<file path="config.mk">
export PLATFORM = sky130hd
export DESIGN_NAME = fifo_drain_accumulator
export DESIGN_NICKNAME = d
export VERILOG_FILES = /design/src/rtl/fifo_drain_acc_pkg.sv /design/src/rtl/fifo_drain_accumulator_lane_sum.sv /design/src/rtl/fifo_drain_accumulator.sv
export SDC_FILE = /design/constraint.sdc
export NUM_CORES = 1
export LEC_CHECK = 0
export ABC_AREA = 1
export BUFFER_PORTS_ARGS = -buffer_cell sky130_fd_sc_hd__buf_2
export CORE_MARGIN = 3
export CORE_UTILIZATION = 45
export DETAILED_ROUTE_END_ITERATION = 16
export GPL_TIMING_DRIVEN = 0
export HOLD_SLACK_MARGIN = 0.15
export PLACE_DENSITY = 0.7
export SETUP_SLACK_MARGIN = 0.02
export SLEW_MARGIN = 10
export SYNTH_ARGS = -nofsm -noshare
export SYNTH_HDL_FRONTEND = slang
export SYNTH_HIERARCHICAL = 1
export SYNTH_SLANG_ARGS = --single-unit
</file>
<file path="constraint.sdc">
create_clock -name clk -period 2.7 [get_ports clk]
set_input_delay 0.54 -clock clk [delete_from_list [all_inputs] [get_ports clk]]
set_output_delay 0.54 -clock clk [all_outputs]
set_load 0.02 [all_outputs]
</file>
<file path="src/rtl/fifo_drain_acc_pkg.sv">
// Shared types for the FIFO drain accumulator: FSM state encoding and the
// pop counter width helper.
package fifo_drain_acc_pkg;

  typedef enum logic [1:0] {
    IDLE  = 2'd0,
    ACCUM = 2'd1,
    HOLD  = 2'd2
  } state_t;

  // Width needed to count 0..n inclusive.
  function automatic int unsigned cnt_width(input int unsigned n);
    return (n < 1) ? 1 : $clog2(n + 1);
  endfunction

endpackage

</file>
<file path="src/rtl/fifo_drain_accumulator_lane_sum.sv">
// Combinational sum of PAR_READ signed lanes, each sign-extended to ACC_WIDTH;
// additions wrap modulo 2^ACC_WIDTH.
module lane_sum #(
  parameter int unsigned DATA_WIDTH = 16,
  parameter int unsigned PAR_READ   = 1,
  parameter int unsigned ACC_WIDTH  = 40
) (
  input  logic [DATA_WIDTH*PAR_READ-1:0] i_data,
  output logic [ACC_WIDTH-1:0]           o_sum
);

  logic signed [DATA_WIDTH-1:0] w_lane;
  logic        [ACC_WIDTH-1:0]  w_acc;

  always_comb begin
    w_lane = '0;
    w_acc  = '0;
    for (int unsigned i = 0; i < PAR_READ; i++) begin
      w_lane = i_data[i*DATA_WIDTH +: DATA_WIDTH];
      w_acc  = w_acc + ACC_WIDTH'(w_lane);
    end
  end

  assign o_sum = w_acc;

endmodule

</file>
<file path="src/rtl/fifo_drain_accumulator.sv">
// Pops SUM_LEN word groups from a parallel-read FIFO, accumulates them signed,
// and offers the total on a valid/ready port. Optional: FIFO_DRAIN_ACC_SATURATE_EN.
module fifo_drain_accumulator
  import fifo_drain_acc_pkg::*;
#(
  parameter int unsigned DATA_WIDTH = 16,
  parameter int unsigned PAR_READ   = 1,
  parameter int unsigned SUM_LEN    = 9,
  parameter int unsigned ACC_WIDTH  = 40
) (
  input  logic                           clk,
  input  logic                           rst_n,
  input  logic                           start,
  input  logic                           fifo_valid,
  input  logic [DATA_WIDTH*PAR_READ-1:0] fifo_data,
  output logic                           fifo_r_en,
  output logic [ACC_WIDTH-1:0]           sum_out,
  output logic                           sum_valid,
  input  logic                           sum_ready,
  output logic                           busy,
`ifdef FIFO_DRAIN_ACC_SATURATE_EN
  output logic                           sat_flag,
`endif
  output logic [cnt_width(SUM_LEN)-1:0]  pop_cnt
);

  localparam int unsigned CW = cnt_width(SUM_LEN);

  state_t                r_state;
  logic [ACC_WIDTH-1:0]  r_acc;
  logic [ACC_WIDTH-1:0]  r_sum_out;
  logic                  r_sum_valid;
  logic [CW-1:0]         r_pop_cnt;
  logic [ACC_WIDTH-1:0]  w_lane_sum;
  logic [ACC_WIDTH-1:0]  w_acc_next;
  logic                  w_pop;

  lane_sum #(
    .DATA_WIDTH (DATA_WIDTH),
    .PAR_READ   (PAR_READ),
    .ACC_WIDTH  (ACC_WIDTH)
  ) u_lane_sum (
    .i_data (fifo_data),
    .o_sum  (w_lane_sum)
  );

  assign w_pop = (r_state == ACCUM) && fifo_valid;

`ifdef FIFO_DRAIN_ACC_SATURATE_EN
  logic                 r_sat;
  logic [ACC_WIDTH:0]   w_wide;
  logic                 w_clamp;

  // One guard bit: overflow when the guard and sign bits disagree; the guard
  // bit carries the true sign and selects which rail to clamp to.
  assign w_wide     = {r_acc[ACC_WIDTH-1], r_acc} + {w_lane_sum[ACC_WIDTH-1], w_lane_sum};
  assign w_clamp    = w_wide[ACC_WIDTH] ^ w_wide[ACC_WIDTH-1];
  assign w_acc_next = w_clamp ? {w_wide[ACC_WIDTH], {(ACC_WIDTH-1){~w_wide[ACC_WIDTH]}}}
                              : w_wide[ACC_WIDTH-1:0];
  assign sat_flag   = r_sat;
`else
  assign w_acc_next = r_acc + w_lane_sum;
`endif

  always_ff @(posedge clk or negedge rst_n) begin
    if (!rst_n) begin
      r_state     <= IDLE;
      r_acc       <= '0;
      r_pop_cnt   <= '0;
      r_sum_out   <= '0;
      r_sum_valid <= 1'b0;
`ifdef FIFO_DRAIN_ACC_SATURATE_EN
      r_sat       <= 1'b0;
`endif
    end else begin
      case (r_state)
        IDLE: begin
          if (start) begin
            r_acc     <= '0;
            r_pop_cnt <= '0;
`ifdef FIFO_DRAIN_ACC_SATURATE_EN
            r_sat     <= 1'b0;
`endif
            r_state   <= ACCUM;
          end
        end
        ACCUM: begin
          if (w_pop) begin
            r_acc <= w_acc_next;
`ifdef FIFO_DRAIN_ACC_SATURATE_EN
            r_sat <= r_sat | w_clamp;
`endif
            if (r_pop_cnt == CW'(SUM_LEN - 1)) begin
              r_sum_out   <= w_acc_next;
              r_sum_valid <= 1'b1;
              r_pop_cnt   <= CW'(SUM_LEN);
              r_state     <= HOLD;
            end else begin
              r_pop_cnt <= r_pop_cnt + CW'(1);
            end
          end
        end
        HOLD: begin
          if (r_sum_valid && sum_ready) begin
            r_sum_valid <= 1'b0;
            r_state     <= IDLE;
          end
        end
        default: r_state <= IDLE;
      endcase
    end
  end

  assign fifo_r_en = w_pop;
  assign sum_out   = r_sum_out;
  assign sum_valid = r_sum_valid;
  assign pop_cnt   = r_pop_cnt;
  assign busy      = (r_state != IDLE);

endmodule

</file>
# Word-level counts from Yosys, hierarchy flattened
# Index checks and enable logic that the tools add are counted.
[word_totals]
regBits = 87
out_inout_bits = 47
[classes]
addsub = 2
n_eq_ne = 7
n_mux = 16
n_reduce_logical = 10
[ops]
columns = ["cell", "n"]
rows = [
  ["two-way mux 40 bit", 2],
  ["one-hot mux 40 bit (2 select lines)", 1],
  ["adder 40 bit", 1],
  ["two-way mux 4 bit", 3],
  ["two-way mux 2 bit", 4],
  ["one-hot mux 4 bit (2 select lines)", 1],
  ["AND reduction 4 bit", 2],
  ["inequality test 2 bit, second input constant", 3],
  ["one-hot mux 2 bit (3 select lines)", 1],
  ["AND reduction 3 bit", 2],
  ["nonzero test 2 bit", 3],
  ["adder 4 x 1 -> 4 bit, second input constant", 1],
  ["== test 4 bit, second input constant", 1],
  ["two-way mux 1 bit", 3],
  ["== test 2 x 1 -> 1 bit, second input constant", 1],
  ["== test 2 bit, second input constant", 1],
  ["logical AND 1 bit", 2],
  ["zero test 2 bit", 1],
  ["inequality test 2 x 1 -> 1 bit, second input constant", 1],
  ["one-hot mux 1 bit (2 select lines)", 1],
]

# Depth between registers and ports, before layout
[logic_depth]
depth_word = 4
depth_mapped = 15
ltp_nobuf = 14

# By module
# Netlist, hierarchy kept.
[modules_own_cells]
columns = ["module", "instances", "cells_each", "area_per_inst_um2", "seq_area_each_um2"]
rows = [
  ["fifo_drain_accumulator", 1, 949, 6248.5, 2177.1],
  ["lane_sum", 1, 40, 300.3, 0.0],
]

# Least setup slack after synthesis
# Ideal clock, no wire load.
[synth_timing]
path_type = "input -> register"
startpoint = "in fifo_data[0]"
endpoint = "reg r_acc[38]"
arrival_ps = 2046
setup_slack_ps = 537
path_stages = 13
path_buffers = 1
path_cell_list = "buf_4 ha_1 fa_1 nand3_1 nand3_2 nand2_1 nand2_1 nand2_1 nand3_2 nand2_1 nand3_1 nand3_1 nand2_1"
[synth_via]
elab_chain_len = 3
[synth_lines]
columns = ["element", "line_no", "text"]
rows = [
  ["start, declared", "fifo_drain_accumulator.sv:15", "input logic [DATA_WIDTH*PAR_READ-1:0] fifo_data,"],
  ["adder 40 bit", "fifo_drain_accumulator.sv:62", "assign w_acc_next = r_acc + w_lane_sum;"],
  ["two-way mux 40 bit", "fifo_drain_accumulator.sv:88", "if (w_pop) begin"],
  ["one-hot mux 40 bit (2 select lines)", "fifo_drain_accumulator.sv:76", "case (r_state)"],
  ["end signal, assigned", "fifo_drain_accumulator.sv:89", "r_acc <= w_acc_next;"],
  ["end, declared", "fifo_drain_accumulator.sv:30", "logic [ACC_WIDTH-1:0] r_acc;"],
]
# Every way passes these cells. The select of a mux whose other input is x is not followed.
# A chain may end at the register's enable or synchronous reset.

# Worst setup path in the final report
[layout_timing]
startpoint = "reg r_state[1]"
endpoint = "out fifo_r_en"
[layout_via]
elab_chain_len = 2
[layout_lines]
columns = ["element", "line_no", "text"]
rows = [
  ["start, declared", "fifo_drain_accumulator.sv:29", "state_t r_state;"],
  ["start signal, assigned", "fifo_drain_accumulator.sv:67", "r_state <= IDLE;"],
  ["start signal, assigned", "fifo_drain_accumulator.sv:84", "r_state <= ACCUM;"],
  ["start signal, assigned", "fifo_drain_accumulator.sv:97", "r_state <= HOLD;"],
  ["== test 2 x 1 -> 1 bit", "fifo_drain_accumulator.sv:47", "assign w_pop = (r_state == ACCUM) && fifo_valid;"],
  ["logical AND 1 bit", "fifo_drain_accumulator.sv:47", ""],
  ["end, declared", "fifo_drain_accumulator.sv:16", "output logic fifo_r_en,"],
]
# Every way passes these cells.

==> results.py <==
metrics = {
    "run_status": {
        "status": "complete, no violations",
    },
    "floorplanning": {
        "fp.dieH_um": 127,
        "die_area_sq_um": 16000,
        "io_pins": 68,
        "fp.dieW_um": 127,
        "coreArea_sq_um": 14000,
        "start_util": 0.466,
        "rows": 43,
    },
    "min_path": {
        "hold_depth": 2,
        "min-delay-path-class": "reg -> reg",
        "hp-start": "sum_out[2]$_DFFE_PN0P_",
        "holdPathEnd": "sum_out[2]$_DFFE_PN0P_",
    },
    "yosys": {
        "synthAdderAreaFrac": 0.0814,
        "synthCells": 989,
        "avgSynthCellArea_sq_um": 6.62,
        "syn-cell-area_sq_um": 6550,
        "synthesis.nets": 1052,
        "synth_warnings": 6,
        "yosysSeqAreaShare": 0.332,
        "synth_xor_area_frac": 0.0241,
        "ys_ff_latch": 87,
        "synth_top_family_by_area": "simple AND/OR/NAND/NOR gates",
        "ys_top_cells_by_area": "dfrtp_1 (33%), nand2_1 (23%), ha_1 (7.8%)",
        "synthDistinctLibCells": 32,
        "synth_compound_area_frac": 0.0655,
        "synthSimpleGateAreaFrac": 0.360,
        "yosys.area.top_type": "dfrtp_1",
        "synth_top_area_frac": 0.332,
        "yosys-mux-area-fraction": 0,
    },
    "sta": {
        "rsz0062_at_grt": "no",
        "post-route-period-util": 0.887,
        "fin_crit_ps": 2400,
        "setup_tns_ps": 0,
        "fmaxAchievable_mhz": 417,
        "slew_viol_final": 0,
        "finalSetupViolCount": 0,
        "slew_headroom": 0.686,
        "skew_ps": 10.7,
        "worst_slew_pin_slew_ps": 471,
        "hold_viol": 0,
        "setup_slack_ps": 304,
    },
    "worst_setup_path": {
        "start_kind": "flop",
        "critPathMaxFanout": 10,
        "r2r-start": "r_acc[0]$_DFFE_PN0P_",
        "reg2regPathDepth": 12,
        "cp.arrival_ps": 1860,
        "regToRegSetupSlack_ps": 430,
        "worstPathRequired_ps": 2160,
        "r2r_end": "sum_out[24]$_DFFE_PN0P_",
        "crit_type": "reg -> out",
        "endpoint_kind": "output port",
    },
    "drt": {
        "viasPerCell": 4.91,
        "routedWlPerCell_um": 13.8,
        "drt_iter0_drc": 399,
        "drc": 0,
        "ant_nets": 0,
        "dr.pass1.iters": 5,
        "vias": 6074,
        "routed_wl_um": 17100,
    },
    "power_and_ir_drop": {
        "finalPower_mw": 8.83,
        "irDropWorstVdd_mv": 0.507,
        "p_per_area_nw_per_um2": 1190,
        "p_leak_nw": 4.30,
    },
    "clock_network": {
        "clock_latency_ps": 360,
        "clkTransAtPathRegs_ps": 70,
        "cts_buffers": 9,
        "htree_levels": 3,
        "cts_setup_buffers": 0,
        "clk_path_buf_depth": 2,
        "cts_tree": "built",
        "root_buffer": "clkbuf_16",
        "cts.sinks": 87,
    },
    "placement": {
        "gp_congestion": 0.959,
        "numPortBuffers": 51,
        "hpwl_um": 13400,
        "placed_cells": 1221,
        "place_ws_ps": 169,
    },
    "global_routing": {
        "grt_pass1_vias": 5648,
        "grt-ovfl-total": 0,
        "antenna_found_initial": 0,
        "grt_max_degree": 60,
        "grt_pass1_wl_um": 27800,
        "track_usage": 0.217,
    },
    "job": {
        "drv_cap": 0,
    },
    "finish": {
        "drive_above_1_share": 0.134,
        "syn_to_final_growth_pct": 12.9,
        "final_cell_count_no_fill": 1238,
        "antennaDiodeCount": 0,
        "nets": 1116,
    },
}
## cell type report
type                            count  area [sq um]
Fill cell                        1473          6650
Tap cell                          180           225
Clock buffer                        9           225
Buffer                             55           393
Inverter                          133           502
Multi-Input combinational cell    714          3480
Timing Repair Buffer               53           295
Clock inverter                      7           100
Sequential cell                    87          2180
## routing by layer
layer / global-route usage / part of all wire / vias to the layer above / routed length (um)
met2: 0.328 / 0.42 / 123 / 7230
li1: - / - / 3156 / -
met5: 0 / 0 / - / 0
met4: 0.0688 / 0.015 / 0 / 263
met1: 0.323 / 0.52 / 2777 / 8800
met3: 0.0291 / 0.045 / 18 / 774
## cell usage in the layout, fill, tap and decap left out, types with 2 or more instances in the layout
cell,count
nand3_1,73
nor2_4,2
buf_2,61
a21oi_1,36
buf_6,3
inv_2,3
nand3b_1,5
xnor2_1,12
buf_4,41
bufinv_16,2
o21ai_1,15
nand2_2,2
xor2_1,6
nand2_1,398
clkbuf_16,9
inv_1,129
inv_6,3
or2_1,2
nand3_2,5
nor2_1,70
or2_2,2
o21bai_1,4
o21ai_0,27
nor3_1,5
dfrtp_1,87
ha_1,41
nand4_1,2
nor2_2,2
## report_power, final
part	internal (mW)	switching [mW]	leakage [nW]
clock	0.821	0.571	0.161
sequential	1.93	0.349	1.09
combinational	1.75	3.41	3.06
total	4.50	4.33	4.30
## kinds of logic after synthesis
| logic type | Yosys count |
|---|---|
| simple gates | 571 |
| buf+inv | 188 |
| flops | 87 |
| compound gates | 83 |
| fa+ha+maj | 42 |
| xor+xnor | 18 |
## synth_stat cells (all sizes together)
cell and number:
buf 54, ha 41, a21oi 37, xor2 6, nand3 78, nand2 401, nor3 5, nand4 2
nand3b 5, xnor2 12, dfrtp 87, nor4 1, fa 1, nor2 75, o21ai 42, clkbuf 1
o21bai 4, or2 4, inv 133
## sequential cells by signal, indices dropped and copies added (netlist names)
register,cells
r_state,2
sum_valid,1
r_acc,40
pop_cnt,4
sum_out,40
## worst max-delay path by stage
stage	startpoint	endpoint	slack (ps)
global route	r_state[1]$_DFFE_PN0P_	fifo_r_en	230
CTS	r_state[1]$_DFFE_PN0P_	fifo_r_en	290
finish	r_state[1]$_DFFE_PN0P_	fifo_r_en	300
floorplan	fifo_data[0]	r_acc[38]$_DFFE_PN0P_	540
detailed placement	fifo_data[0]	sum_out[24]$_DFFE_PN0P_	170
global placement	fifo_data[0]	sum_out[24]$_DFFE_PN0P_	190
## per-stage QoR
stage          hold slack, ps  area [sq um]   util
2_1_floorplan             244          6550      -
3_3_place_gp              460          7030  0.501
3_5_place_dp              459          7060  0.503
4_1_cts                   480          7390  0.527
5_1_grt                   490          7390  0.527
6_report                  479          7390  0.527
## worst max-delay path: stages, from the launching register on
cell and delay, ps:
dfrtp_1 430, nor2_4 190, inv_2 80, nor2_8 220
buf_2 340, buf_2 230
## what timing repair did
| action | 4_1_cts | 5_1_grt |
|---|---|---|
| resized for setup | 0 | 0 |
| hold endpoints to repair | 28 | 0 |
| hold buffers | 1 | 0 |
Note: power is estimated with default switching activity, not from simulation.
